==> src/rtl/display_scheduler.sv <==
// Four-digit multiplexed 7-segment display scheduler with a shadow/active digit
// buffer pair; shadow contents are committed to the display only at frame boundaries.
module display_scheduler #(
  parameter int CLK_DIVIDE   = 12000,
  parameter int BLANK_CYCLES = 120
) (
  input  logic       sysclk,
  input  logic       reset,
  input  logic       wr_valid,
  output logic       wr_ready,
  input  logic [1:0] wr_digit,
  input  logic [3:0] wr_value,
  input  logic       wr_dp,
  input  logic       commit,
  output logic       commit_pending,
  input  logic [3:0] digit_en,
  output logic [3:0] an,
  output logic [6:0] seg,
  output logic       dp,
  output logic       frame_start
);

  localparam int               CNT_W     = $clog2(CLK_DIVIDE);
  localparam logic [CNT_W-1:0] CNT_LAST  = CNT_W'(CLK_DIVIDE - 1);
  localparam logic [CNT_W-1:0] BLANK_END = CNT_W'(BLANK_CYCLES);

  typedef enum logic {ST_BLANK, ST_SHOW} slot_state_e;

  typedef struct packed {
    logic [3:0] value;
    logic       dp;
  } digit_t;

  function automatic logic [6:0] hex7(input logic [3:0] v);
    hex7 = 7'h00;
    case (v)
      4'h0: hex7 = 7'h3F;
      4'h1: hex7 = 7'h06;
      4'h2: hex7 = 7'h5B;
      4'h3: hex7 = 7'h4F;
      4'h4: hex7 = 7'h66;
      4'h5: hex7 = 7'h6D;
      4'h6: hex7 = 7'h7D;
      4'h7: hex7 = 7'h07;
      4'h8: hex7 = 7'h7F;
      4'h9: hex7 = 7'h6F;
      4'hA: hex7 = 7'h77;
      4'hB: hex7 = 7'h7C;
      4'hC: hex7 = 7'h39;
      4'hD: hex7 = 7'h5E;
      4'hE: hex7 = 7'h79;
      4'hF: hex7 = 7'h71;
      default: hex7 = 7'h00;
    endcase
  endfunction

  logic [CNT_W-1:0] cnt_q, cnt_d;
  logic [1:0]       idx_q, idx_d;
  slot_state_e      state_q, state_d;
  digit_t [3:0]     shadow_q, shadow_d;
  digit_t [3:0]     active_q, active_d;
  logic             pending_q, pending_d;
  logic             ready_en_q;
  logic [3:0]       an_q, an_d;
  logic [6:0]       seg_q, seg_d;
  logic             dp_q, dp_d;
  logic             fs_q, fs_d;

  logic boundary, do_copy, wr_fire;

  // The copy is decided in the boundary cycle itself, so a commit arriving exactly then still lands.
  assign boundary = (cnt_q == CNT_LAST) && (idx_q == 2'd3);
  assign do_copy  = boundary && (pending_q || commit);
  assign wr_ready = ready_en_q && !do_copy;
  assign wr_fire  = wr_valid && wr_ready;

  always_comb begin
    // NOTE: every _d is given a default before any branch, so no path can infer a latch.
    cnt_d     = (cnt_q == CNT_LAST) ? '0 : cnt_q + 1'b1;
    idx_d     = (cnt_q == CNT_LAST) ? idx_q + 2'd1 : idx_q;
    state_d   = (cnt_d < BLANK_END) ? ST_BLANK : ST_SHOW;
    shadow_d  = shadow_q;
    active_d  = active_q;
    pending_d = pending_q || commit;
    an_d      = 4'hF;
    seg_d     = 7'h7F;
    dp_d      = 1'b1;
    fs_d      = (cnt_q == '0) && (idx_q == 2'd0);

    if (wr_fire) begin
      shadow_d[wr_digit] = '{value: wr_value, dp: wr_dp};
    end
    if (do_copy) begin
      active_d  = shadow_q;
      pending_d = 1'b0;
    end

    if (state_q == ST_SHOW) begin
      an_d  = digit_en[idx_q] ? ~(4'b0001 << idx_q) : 4'hF;
      seg_d = ~hex7(active_q[idx_q].value);
      dp_d  = ~active_q[idx_q].dp;
    end
  end

  always_ff @(posedge sysclk) begin
    if (reset) begin
      // NOTE: the digit buffers are only a few flops and a mid-frame reset must discard them, so they are reset.
      cnt_q      <= '0;
      idx_q      <= 2'd0;
      state_q    <= ST_BLANK;
      shadow_q   <= '0;
      active_q   <= '0;
      pending_q  <= 1'b0;
      ready_en_q <= 1'b0;
      an_q       <= 4'hF;
      seg_q      <= 7'h7F;
      dp_q       <= 1'b1;
      fs_q       <= 1'b0;
    end else begin
      // NOTE: non-blocking updates so every register samples pre-edge values.
      cnt_q      <= cnt_d;
      idx_q      <= idx_d;
      state_q    <= state_d;
      shadow_q   <= shadow_d;
      active_q   <= active_d;
      pending_q  <= pending_d;
      ready_en_q <= 1'b1;
      an_q       <= an_d;
      seg_q      <= seg_d;
      dp_q       <= dp_d;
      fs_q       <= fs_d;
    end
  end

  assign commit_pending = pending_q;
  assign an             = an_q;
  assign seg            = seg_q;
  assign dp             = dp_q;
  assign frame_start    = fs_q;

endmodule

==> config.mk <==
export PLATFORM = sky130hd
export DESIGN_NAME = display_scheduler
export DESIGN_NICKNAME = d
export VERILOG_FILES = /design/src/rtl/display_scheduler.sv
export SDC_FILE = /design/constraint.sdc
export NUM_CORES = 1
export LEC_CHECK = 0
export CORE_ASPECT_RATIO = 1.75
export CORE_UTILIZATION = 40
export CTS_CLUSTER_DIAMETER = 40
export CTS_CLUSTER_SIZE = 12
export DETAILED_ROUTE_END_ITERATION = 6
export PLACE_DENSITY_LB_ADDON = 0.15
export RECOVER_POWER = 25
export SLEW_MARGIN = 10
export SYNTH_ARGS = -nofsm -noshare
export SYNTH_HDL_FRONTEND = slang
export SYNTH_SLANG_ARGS = --single-unit
export TNS_END_PERCENT = 50
==> constraint.sdc <==
create_clock -name sysclk -period 6.4 [get_ports sysclk]
set_input_delay 1.28 -clock sysclk [delete_from_list [all_inputs] [get_ports sysclk]]
set_output_delay 1.28 -clock sysclk [all_outputs]
set_load 0.01 [all_outputs]
==> results.md <==
- The startpoint identified for the worst register-to-register timing path is cnt_q[0]$_SDFF_PP0_.
- The number of H-tree levels is 3.
- The worst min-delay path endpoint is active_q[3]$_SDFFE_PP0P_.
- The layout-stage area growth over the synthesis result is 18.9%.
- The number of routed nets with antenna violations is 0.
- The port buffer count is 29.
- The measured slew at the worst slew-check pin is ~2.2 ns.
- At the end of the flow, the number of nets in the layout was about 390.
- The number of diodes added for antenna fixing is 0.
- The number of buffer and inverter stages on the critical path is 2.
- The highest metal layer used by the detailed router is met4.
- Static timing analysis puts the maximum clock frequency at 0.208 GHz.
- The part of the total power dissipated in the clock network is 0.557.
- The number of antenna violations at the first check in global routing was 0.
- The worst hold path belongs to the class register to register.
- The worst setup path is launched from an input pin.
- Entering global routing, the biggest net connects 50 pins.
- The first-iteration detailed-routing DRC count is roughly 140.
- Of the available clock period, the critical path in the final layout requires 0.750.
- The worst stage delay on the critical path is 0.52 ns.
- For this block, wires on met1 add up to around 2600 µm.
- The data arrival time of the worst path is between 3 and 4 ns.
- The slowest stage cell on the critical path is nand2_1.
- The most repeated library cell on the critical path is clkdlybuf4s50_1.
- The synthesized net count is between 300 and 400.
- Walking the worst path, the cells encountered are clkdlybuf4s50_1 > nor2_1 > nor2b_1 > nand2_1 > and2_1 > clkdlybuf4s50_1.
- Of the cells placed in the final design, the portion with a size suffix greater than 1 is 0.0894.
- The detailed-route DRC error count is 0.
- The worst hold path passes through 2 cells.
- Power spread over the standard cell area amounts to about 290 mW/mm².
- Of the synthesized area, sequential elements account for 0.446.
- The post-CTS setup buffer count is 0.
- Between clock sinks in the finished design, the worst skew comes to 0.00638 ns.
- The worst ir drop on vdd is 0.179 mV.
- In this run the critical register-to-register path is captured at active_q[7]$_SDFFE_PP0P_.
- The number of core rows is 43.
- Setup violations remaining at the end of the flow were counted as 0.
- Pin placement for this block handled 30 I/O pins.
- The final reports fail on max-capacitance violations, max-slew violations.
- The number of hold-slack violations in the final timing report is 0.
- The synthesized instance count is ~340.
- The number of global-route vias before repair is 2,338.
- The tree is rooted in a clkbuf_16.
- The count of cells along the worst register-to-register path is 6.
- The clock latency on the worst-skew pair is ~0.34 ns.
- The average wire length per cell after detail routing is ~15 µm.
- The cell class contributing the biggest share of worst-path delay is simple AND/OR/NAND/NOR gates.
- The synthesized cell area is around 0.0032 mm².
- The filler cells instantiated in the layout total ~770.
- Setup total negative slack on the finished layout was measured at 0 ns.
- The placeable core region is 0.00786 mm².
- The die width is between 60 and 70 µm.
- The register clock-pin slew on the reported worst setup and hold paths is roughly 0.050 ns.
- The worst hold path begins at active_q[3]$_SDFFE_PP0P_.
- The clock passes through at most 2 buffers.
- The run finished, with violations left.
- The count of yosys warnings during synthesis is 0.
- Of the total power, the share spent switching nets is 0.191.
- The category of the most critical setup path is input pin to primary output.
- The number of clock sinks seen by CTS is between 70 and 80.
- The flop and latch count out of synthesis is between 70 and 80.
- The average footprint of a synthesized cell is 9.40 µm².
- TritonCTS built the clock tree.
- The setup slack on the worst flop-to-flop path is 3.78 ns.
- The worst setup path is captured at a primary output.
- The sequential group share of total power is 0.411.
- Global routing finished with a remaining overflow of 0.
- The floorplan die area is 0.00846 mm².
- The final max-slew violation count is 50.
- The post-layout minimum cycle time is ~4.8 ns.
- Data on the critical path is required at its endpoint by slightly above 5 ns.
- The switching power of the nets is ~210 µW.
- The first global-routing pass estimated 11,300 µm of wire.
- The internal portion of the total power is 902 µW.
- After detailed routing, the met2 layer carries ~3800 µm of wire.
- The overall global routing resource usage is 0.176.
- The number of buffers created by CTS is 9.
- The post-cts repair resize count is 0.
- The number of flops mapped to enable cells by yosys is 0.
- In the synthesized netlist the async set-or-reset flop fraction comes to 0.
- The number of vias per cell is around 5.2.
- The first-pass iteration count of the detailed router is 4.
- Detailed routing placed a total of ~170 µm of wire on met3.
- Measured along the y axis, the die boundary spans approximately 120 µm.
- For this run, the share of the core covered by cells in the final layout is 0.489.
- Setup repair after global routing left no endpoint under its margin.
- Among all flip-flop cells after synthesis, the most frequent one is dfxtp_1.
- The starting utilization of the core area is 0.412.
- Max-cap violations in this run came to 1.
- Routability-driven placement finished with a final weighted congestion of approximately 0.76.
- Summed over all nets, the half-perimeter wirelength after detailed placement is between 4000 and 5000 µm.
- The leakage power total is around 0.0013 µW.
- Across all layers, the routed design uses about 2,400 vias.
- The synthesized netlist contains between 40 and 50 unique library cells.
- The routed design has 6850 µm of wire.
- For this design, the CTS-stage hold fixing added 0 buffers.
- Of the total power, combinational logic draws 0.033.
- The largest fanout on the critical path is 21.
- In this run the tightest slew margin relative to its limit is -0.448.
-- tightest hold or removal path, cell delays in order (launching register included) --
cell	delay (ns)
dfxtp_1	0.31
nand2_1	0.05
a21oi_1	0.05
-- cell usage in the layout (no fill, tap or decap), types with 5 or more instances in the layout --
cell             instances
dlygate4sd3_1           12
nor3_1                   5
ha_1                    12
dfxtp_1                 72
nand3_1                  8
mux2i_1                 22
clkdlybuf4s50_1         17
clkbuf_16                9
xnor2_1                  8
a21oi_1                 26
inv_1                   12
nor2_1                  36
nand2_1                 60
mux4_2                   7
nand4_1                  5
o211ai_1                 5
-- metrics by stage --
| stage | hold WS (ns) | total power (µW) | instance area [µm²] | cells | setup slack [ns] |
|---|---|---|---|---|---|
| after floorplan | 0.429 | 487 | 3230 | 344 | 3.09 |
| after global placement | 0.438 | 505 | 3480 | 443 | 1.61 |
| after detailed placement | 0.444 | 506 | 3480 | 443 | 1.55 |
| after CTS | 0.452 | 1120 | 3850 | 459 | 1.54 |
| after global routing | 0.471 | 1140 | 3840 | 459 | 1.38 |
| final | 0.448 | 1120 | 3840 | 459 | 1.60 |
-- power groups by stage --
stage / Sequential (µW) / Clock (µW) / Combinational (µW)
global placement: 468 / 0 / 37.2
finish: 458 / 621 / 36.4
global route: 459 / 646 / 39.7
CTS: 458 / 628 / 37.7
detailed placement: 468 / 0 / 37.6
floorplan: 467 / 0 / 20.0
-- cells in the mapped netlist, types with 2 or more instances --
library cell / n / area share
or2_2: 2 / 0.0039
a21oi_1: 26 / 0.040
ha_1: 12 / 0.046
o211ai_1: 5 / 0.012
inv_1: 12 / 0.014
a31oi_1: 2 / 0.0039
dfxtp_1: 72 / 0.45
nand3_1: 8 / 0.012
clkbuf_1: 11 / 0.013
xor2_1: 2 / 0.0054
o221ai_1: 2 / 0.0054
xnor2_1: 8 / 0.022
nor2_1: 36 / 0.042
nor3_1: 5 / 0.0077
clkbuf_8: 3 / 0.013
nor2b_1: 2 / 0.0039
nor4_1: 3 / 0.0058
a2111oi_2: 3 / 0.014
buf_6: 3 / 0.010
o21ai_0: 3 / 0.0046
and2_1: 5 / 0.0097
mux2i_1: 22 / 0.068
and3_1: 2 / 0.0039
buf_2: 2 / 0.0031
nand2b_1: 4 / 0.0077
nand4_1: 5 / 0.0097
nand2_1: 60 / 0.070
mux4_2: 7 / 0.049
-- state kept, by name (all words and copies together), names as in the netlist --
register        flops
shadow_q           20
state_q             1
cnt_q              14
ready_en_q          1
frame_start         1
idx_q               2
seg                 7
an                  4
dp                  1
active_q           20
commit_pending      1
-- how the worst max path moves through the flow --
stage	start	end	slack, ns	depth (start not counted)
floorplan	commit	wr_ready	3.09	6
global placement	commit	wr_ready	1.61	6
detailed placement	commit	wr_ready	1.55	6
CTS	commit	wr_ready	1.54	6
global route	commit	wr_ready	1.38	6
finish	commit	wr_ready	1.60	6
-- metal layers --
layer | up-vias | track usage
met2 | 37 | 0.329
met5 | - | 0
met3 | 17 | 0.0357
met1 | 1121 | 0.173
met4 | 0 | 0.110
li1 | 1214 | -
-- final cells by class --
cell class / instances / area [µm²] / share of cell area
multi-input combinational: 239 / 1580 / 0.411
clock inverter: 5 / 128 / 0.0332
sequential: 72 / 1440 / 0.375
inverter: 12 / 45.0 / 0.0117
tap: 90 / 113 / 0.0293
clock buffer: 11 / 243 / 0.0631
timing repair buffer: 30 / 294 / 0.0765
-- cell families after synthesis --
group                      synth area share
and+or+nand+nor                       0.201
AOI/OAI and AO/OA                    0.0979
xor gates and xnor gates             0.0271
adders and majority gates            0.0464
DFF                                   0.446
buffers and inverters                0.0654
muxes                                 0.117
Note: power is estimated with default switching activity, not from simulation.
==> edit, RTL diff (same flow settings) <==
The parameter `CLK_DIVIDE` goes from 12000 to 6000.
--- a/src/rtl/display_scheduler.sv
+++ b/src/rtl/display_scheduler.sv
@@ -2,5 +2,5 @@
 // buffer pair; shadow contents are committed to the display only at frame boundaries.
 module display_scheduler #(
-  parameter int CLK_DIVIDE   = 12000,
+  parameter int CLK_DIVIDE   = 6000,
   parameter int BLANK_CYCLES = 120
 ) (
Formal check against the unedited RTL: no difference found for any inputs over 10 cycles, from zero or initial values and one cycle with reset high; that may be too few to reach the edited logic, so the function may still have changed.
==> edit against the unedited design <==
- the flow still finishes with violations (capacitance limit, slew limit)
- cell area shrank 2.4%
- register-to-register slack lost 410 ps
- power shrank 15%
- largest cell class unchanged
- count of clock-buffer cells in the layout grew 4
- first-iteration DRC count shrank 35%
- sequential share of layout area grew 0.38 points
- sequential cell count shrank 1
- setup slack gained 470 ps
- routed wire length shrank 3.2%
- synthesized area shrank 1.5%
==> edit: results (changes against the unedited design) <==
setup.worst_path.start: "cnt_q[0]"
route.met2.wl_mm: 3.654  # -4.3%
dp_hpwl_mm: 4.696  # -2.9%
met1Wirelength_mm: 2.594  # -1.4%
report.final.slew_viol_count: 49  # -2.0%
cpPeakStageDelay_ps: 620  # +100 ps
grt_pass1_wl_mm: 11.01  # -2.6%
synth_common_cells: "dfxtp_1, nand2_1, nor2_1"
r2r_setup_slack_ps: 3370  # -410 ps
arrival_ps: 3050  # -470 ps
wl_mm: 6.632  # -3.2%
wl_met3_um: 187  # +13%
rr_endpoint: "active_q[13]"
drtIter0Drc: 93  # -35%
dpl_worst_slack_ps: 2098  # +544.6 ps
status: "complete, but fails checks"
whs_endpoint: "active_q[7]"
whs_ps: 447.9  # -0.2550 ps
grt_max_degree: 49  # -2.0%
grt_usage_pct: 17.21  # -0.37 points
crit_fanout: 11  # -48%
p_leak_nw: 1.362  # +2.5%
synthTopCellsByArea: "dfxtp_1, nand2_1, mux2i_1, mux4_2, a21oi_1"
cap_violations: 1  # unchanged
fill_cells: 708  # -7.8%
crit_slowest_cell: "nand4_1"
grt_pass1_vias: 2300  # -1.6%
synth_nets: 382  # +3.0%
failed_checks: "capacitance limit, slew limit"
final_nets: 400  # +2.3%
## edit: layout make-up
class	count	area share, %
clock buffers	15	7.400
repair buffers	31	8.033
inverters	10	1.000
flip-flops and latches	71	37.87
multi-input cells	250	42.77
well taps	88	2.933
## edit: tightest hold or removal path, delay by kind of cell (launching register included)
kind / cells / cell delay (ps)
flip-flops: 1 / 300
AO/OA/AOI/OAI: 1 / 50
AND/OR/NAND/NOR: 1 / 50
## edit: logic make-up after synthesis
logic type,after synthesis,share of synthesized area [%]
simple gates,149,21.30
flops,71,44.64
compound gates,52,10.41
buf+inv,34,4.951
mux,26,10.96
fa+ha+maj,12,4.715
xor+xnor,11,3.025
## edit: stage by stage
stage	cells	area (um^2)
detailed placement	450	3480
global route	465	3754
CTS	465	3757
global placement	450	3480
floorplan	355	3184
finish	465	3754
## edit: routing by layer
layer  global-route usage [%]  vias to the layer above
li1                         -                     1243
met1                    17.95                     1106
met2                    30.22                       44
met3                    4.366                       15
met4                    10.97                        0
met5                        0                        -
## edit: report_power, final
group | internal (mW) | switching [mW]
clock network | 0.292 | 0.169
logic | 0.0177 | 0.0187
registers | 0.448 | 0.00472
## edit: how the worst max path moves through the flow
| stage | endpoint | slack (ps) | cells past startpoint |
|---|---|---|---|
| 2_1_floorplan | wr_ready | 2780 | 5 |
| 3_5_place_dp | wr_ready | 2100 | 5 |
| 5_1_grt | wr_ready | 1830 | 6 |
| 3_3_place_gp | wr_ready | 2110 | 5 |
| 4_1_cts | wr_ready | 2040 | 6 |
| 6_report | wr_ready | 2070 | 6 |
